--- src/rtl/mem_arbiter.sv ---
// Two-to-one cacheline arbiter (I-cache / D-cache) in front of one physical-memory port.
// Optional instruction-starvation guard: define MEM_ARB_STARVE_GUARD_EN.
module mem_arbiter #(
  parameter int unsigned LINE_W     = 256,
  parameter int unsigned ADDR_W     = 32,
  parameter int unsigned STARVE_MAX = 4
) (
  input  logic              clk,
  input  logic              rst,
  input  logic              i_read,
  input  logic [ADDR_W-1:0] i_address,
  output logic [LINE_W-1:0] i_rdata,
  output logic              i_resp,
  input  logic              d_read,
  input  logic              d_write,
  input  logic [ADDR_W-1:0] d_address,
  input  logic [LINE_W-1:0] d_wdata,
  output logic [LINE_W-1:0] d_rdata,
  output logic              d_resp,
  output logic              pmem_read,
  output logic              pmem_write,
  output logic [ADDR_W-1:0] pmem_address,
  output logic [LINE_W-1:0] pmem_wdata,
  input  logic [LINE_W-1:0] pmem_rdata,
  input  logic              pmem_resp,
  output logic              busy
);

  typedef enum logic [1:0] {
    IDLE    = 2'd0,
    SERVE_I = 2'd1,
    SERVE_D = 2'd2
  } state_t;

  state_t state, state_next;

  logic              cmd_we;
  logic [ADDR_W-1:0] addr_q;
  logic [LINE_W-1:0] wdata_q;

  logic d_req;
  logic grant_i;
  logic grant_d;
  logic starved;

  if (STARVE_MAX < 1) begin : g_bad_cfg
    $error("mem_arbiter: STARVE_MAX must be >= 1");
  end

  assign d_req = d_read | d_write;

`ifdef MEM_ARB_STARVE_GUARD_EN
  localparam int unsigned STREAK_W = $clog2(STARVE_MAX + 1);

  logic [STREAK_W-1:0] streak;

  assign starved = (streak == STREAK_W'(STARVE_MAX));

  // Counts data grants that overtook a waiting instruction read; saturates.
  always_ff @(posedge clk) begin
    if (rst) begin
      streak <= '0;
    end else if (grant_i) begin
      streak <= '0;
    end else if (grant_d && i_read) begin
      if (!starved) begin
        streak <= streak + STREAK_W'(1);
      end
    end else if (state == IDLE && !i_read) begin
      streak <= '0;
    end
  end
`else
  assign starved = 1'b0;
`endif

  always_comb begin
    state_next = state;
    grant_i    = 1'b0;
    grant_d    = 1'b0;
    unique case (state)
      IDLE: begin
        if (d_req && !(starved && i_read)) begin
          grant_d    = 1'b1;
          state_next = SERVE_D;
        end else if (i_read) begin
          grant_i    = 1'b1;
          state_next = SERVE_I;
        end
      end
      SERVE_I, SERVE_D: begin
        if (pmem_resp) begin
          state_next = IDLE;
        end
      end
      default: state_next = IDLE;
    endcase
  end

  always_ff @(posedge clk) begin
    if (rst) begin
      state <= IDLE;
    end else begin
      state <= state_next;
    end
  end

  // Command is captured once at grant; requester inputs are ignored afterwards.
  always_ff @(posedge clk) begin
    if (rst) begin
      cmd_we  <= 1'b0;
      addr_q  <= '0;
      wdata_q <= '0;
    end else if (grant_d) begin
      cmd_we <= d_write;
      addr_q <= d_address;
      if (d_write) begin
        wdata_q <= d_wdata;
      end
    end else if (grant_i) begin
      cmd_we <= 1'b0;
      addr_q <= i_address;
    end
  end

  assign busy         = (state != IDLE);
  assign pmem_read    = busy & ~cmd_we;
  assign pmem_write   = busy & cmd_we;
  assign pmem_address = addr_q;
  assign pmem_wdata   = wdata_q;

  assign i_resp  = (state == SERVE_I) & pmem_resp;
  assign d_resp  = (state == SERVE_D) & pmem_resp;
  assign i_rdata = pmem_rdata;
  assign d_rdata = pmem_rdata;

endmodule
--- config.mk ---
export PLATFORM = sky130hd
export DESIGN_NAME = mem_arbiter
export DESIGN_NICKNAME = d
export VERILOG_FILES = /design/src/rtl/mem_arbiter.sv
export SDC_FILE = /design/constraint.sdc
export NUM_CORES = 1
export LEC_CHECK = 0
export ABC_AREA = 1
export CORE_AREA = 2 2 532 534
export DETAILED_ROUTE_END_ITERATION = 8
export DIE_AREA = 0 0 534 536
export SLEW_MARGIN = 15
export SYNTH_ARGS = -nofsm -noshare
export SYNTH_HDL_FRONTEND = slang
export SYNTH_SLANG_ARGS = --single-unit
--- constraint.sdc ---
create_clock -name clk -period 3.1 [get_ports clk]
set_clock_uncertainty 0.15 [all_clocks]
set_input_delay 0.62 -clock clk [delete_from_list [all_inputs] [get_ports clk]]
set_output_delay 0.62 -clock clk [all_outputs]
set_load 0.1 [all_outputs]
Yosys cells after proc, flatten, opt, wreduce, memory -nomap -nowiden

Index checks and enable logic that the tools add are counted.

Output and inout bits: 805
Bits of input ports: 582
Bits in registers: 291

Reductions and logical operators: 6
Bitwise logic cells: 6
Multiplexer cells: 13
Eq/ne operators: 4

Operators by type and width:

| cell               | number |
|---|---|
| $mux 32            | 2 |
| $mux 1             | 7 |
| $mux 2             | 3 |
| $and 1x1->1        | 4 |
| $pmux 2 s2         | 1 |
| $reduce_and 2->1   | 2 |
| $reduce_bool 2->1  | 2 |
| $ne 3x3->1 const B | 1 |
| $eq 2x1->1 const B | 1 |
| $eq 2x2->1 const B | 1 |
| $logic_not 2->1    | 1 |
| $ne 2x2->1 const B | 1 |
| $reduce_or 2->1    | 1 |
| $not 1->1          | 1 |
| $or 1x1->1         | 1 |

Longest topological paths before layout

Word-level depth: 5
Mapped depth: 9
Depth with buffers taken out: 7

Least setup slack after synthesis

No wires, ideal clock.

Kind: register -> output
From: register state[0]
To: output port pmem_read
Slack: 0.003 ns
Cell stages (with the launch flop): 7
Arrival time: 2.327 ns
Cells stage by stage: dfxtp_1 -> inv_1 -> ha_1 -> buf_4 -> buf_2 -> buf_2 -> nor2_1

Word-level cells in the longest chain between the ends: 2

RTL lines:

| element                | line | source |
|---|---|---|
| from (decl)            | 35   | `state_t state, state_next;` |
| from (signal assigned) | 104  | `state <= state_next;` |
| $reduce_bool 2->1      | 126  | `assign busy = (state != IDLE);` |
| $and 1x1->1            | 127  | `assign pmem_read = busy & ~cmd_we;` |
| to (decl)              | 20   | `output logic pmem_read,` |

Every way passes these cells.

Worst setup path after layout

From: register state[0]
To: output port pmem_write

Word-level cells in the longest chain between the ends: 2

RTL lines:

| element           | line | source |
|---|---|---|
| $reduce_bool 2->1 | 126  |  |
| $and 1x1->1       | 128  | `assign pmem_write = busy & cmd_we;` |
| to (decl)         | 21   | `output logic pmem_write,` |

Every way passes these cells.

==> flow_metrics.tcl <==
set metrics [dict create \
    dp_slack_ns 0.420 \
    track_usage_pct 12.5 \
    htree_levels 2 \
    yosys_warnings 0 \
    crit_end "pmem_write" \
    core_um2 281000 \
    crit_start "state[0]" \
    ir_worst_vdd_mv 0.393 \
    gp_congestion 0.934 \
    post_drt_wl_per_cell_um 32.0 \
    cts_inserted_buffers 39 \
    ys_ff_latch 291 \
    timing.rr.start "state[0]" \
    place_hpwl_mm 169 \
    intPower_mw 7.95 \
    insertion_delay_ns 0.65 \
    finalCriticalPeriod_ns 3.00 \
    layoutNonFillerInstCount 5878 \
    pwr-share-clk_pct 35.4 \
    grt_pass1_vias 13900 \
    final_nets 2677 \
    whs_ns 0.141 \
    power.leakage_nw 7.97 \
    cellPowerDensity_nw_per_um2 601 \
    switching_power_mw 5.94 \
    fin_ws_ns 0.104 \
    endpoint_kind "primary output" \
    rrSetupSlack_ns 0.71 \
    dieArea_um2 286000 \
    initial_core_util_pct 5.58 \
    clkTransAtPathRegs_ns 0.06 \
    grt_max_degree 125 \
    worstHoldPathCells 2 \
    pwr-share-seq_pct 30.5 \
    synth_ff_type "dfxtp_1" \
    syn_avg_cell_area_um2 7.63 \
    hold_violations 0 \
    critPathLaunchType "flip-flop" \
    final_util_pct 8.22 \
    first_pass_iters 9 \
    comb_power_share_pct 34.1 \
    postCtsSetupBuffers 0 \
    synth_cell_types 20 \
    vias 15100 \
    maxCapViolations 0 \
    drc 0 \
    syn_area_um2 15700 \
    ys_seq_area_share_pct 37.2 \
    clockBufferDepth 3 \
    synth_area_leader_cell "dfxtp_1" \
    cts.sinks 291 \
    setup_tns_ns 0 \
    yosysMostFrequentCell "buf_4" \
    totalWireLength_mm 188 \
    placedCellCount 5793 \
    setup_viol 0 \
    rsz0062_at_grt "false" \
    status "completed" \
    worst_pin_slew_ns 0.828 \
    ioPinCount 1387 \
    arrival_ns 2.23 \
    synth_common_cells "534 x buf_4, 394 x nand2_1, 291 x dfxtp_1" \
    synth.area.top_cells "dfxtp_1 37%, buf_4 26%, nand4_1 10%" \
    total_power_mw 13.9 \
    crit_slowest_cell "dfxtp_1" \
    dpl_cell_area_um2 21700 \
    stdcell_area_um2 23100 \
    synth_edf_count 0 \
    path_class "flip-flop to primary output" \
    syn2layout_area_growth_pct 47.3 \
    synth_top_area_share_pct 37.2 \
    drtIter0Drc 1264 \
    cts.hold.buffers_added 0 \
    required_ns 2.33 \
    cts_root_buf "clkbuf_16" \
    antenna_left 0 \
    slew_violations 0 \
    rows 195 \
    async_reset_ff_share_pct 0 \
    final.period_utilization_pct 96.6 \
    vias_per_cell 2.56 \
    die-width_um 534 \
    drive_gt1_share_pct 19.7 \
    rr_worst_depth 5 \
    max_freq_mhz 334 \
    grt_pass1_wl_mm 218 \
    syn_inst 2055 \
    antenna_found_initial 95 \
    crit_chain "inv_1 > ha_1 > nor2_2 > buf_4" \
    timing.slew.headroom_pct 44.8 \
    die_h_um 536 \
    timing.rr.end "pmem_wdata[99]" \
    crit_fanout 6 \
    switching_share_pct 42.8 \
    slowest_delay_ns 0.39 \
    cts_tree "built" \
    overflow 0 \
    hold_path_class "input pin to flip-flop" \
    io_buffer_count 618 \
    synth_fp_nets 2641 \
]
-- what timing repair did --
action	4_1_cts	5_1_grt
hold endpoints to repair	0	0
setup endpoints to repair	2	0
gates resized for setup	2	0
-- layout make-up --
| type | instances | area (um2) |
|---|---|---|
| repair buffers | 665 | 6040 |
| flip-flops and latches | 291 | 5830 |
| inverters | 75 | 284 |
| fillers | 32700 | 258000 |
| clock buffers | 50 | 1070 |
| multi-input cells | 1019 | 4900 |
| diodes | 14 | 35.0 |
| clock inverters | 21 | 260 |
| well taps | 3743 | 4680 |
-- how the worst min path moves through the flow --
stage,endpoint,start,slack [ns]
after floorplan,state[1],state[1],0.31
after global placement,pmem_wdata[66],pmem_wdata[66],0.30
after detailed placement,pmem_wdata[208],pmem_wdata[208],0.30
after CTS,pmem_wdata[253],rst,0.08
after global routing,pmem_wdata[21],rst,0.13
final,pmem_wdata[253],rst,0.14
-- cell families (layout without fill, tap and decap cells) --
family / after synthesis / after routing / synth area share, %
DFF: 291 / 291 / 37.2
other: 0 / 14 / 0
and+or+nand+nor: 755 / 755 / 22.4
adders and majority gates: 4 / 4 / 0.319
AOI/OAI and AO/OA: 260 / 260 / 8.34
buffers and inverters: 745 / 811 / 31.7
-- state kept, by name, summed over array words and instances (netlist names) --
name and count:
state 2, pmem_wdata 256, cmd_we 1, pmem_address 32
-- cell usage in the layout (no fill, tap or decap), drive strengths merged --
master and count:
nand2 396, clkdlybuf4s50 323, bufinv 4, a21boi 1, clkbuf 50, nor2 99, diode 14, clkinvlp 3
a21oi 259, ha 4, nand4 257, clkinv 9, dfxtp 291, nand3 3, buf 342, inv 80
-- metal layers --
layer	vias up	global-route usage [%]	wire [um]	part of all wire [%]
li1	6362	-	-	-
met1	6680	7.76	40000	21
met2	1503	17.8	75600	40
met3	509	18.4	60600	32
met4	4	6.81	11600	6.2
met5	-	0.483	206	0.11
-- worst max-delay path: cells and delay by family (launching register included) --
kind / cells / cell delay [ns]
AND/OR/NAND/NOR: 1 / 0.35
buffers and inverters: 2 / 0.48
flip-flops: 1 / 0.39
adder cells (fa/ha/maj): 1 / 0.34
-- power groups by stage --
stage / Clock (mW) / Combinational [mW] / Sequential, mW
finish: 4.92 / 4.74 / 4.23
CTS: 5.08 / 4.78 / 4.22
global placement: 0 / 4.77 / 4.30
detailed placement: 0 / 4.77 / 4.30
floorplan: 0 / 4.12 / 6.25
global route: 5.16 / 4.99 / 4.26
Power figures use the tool's default switching activity.
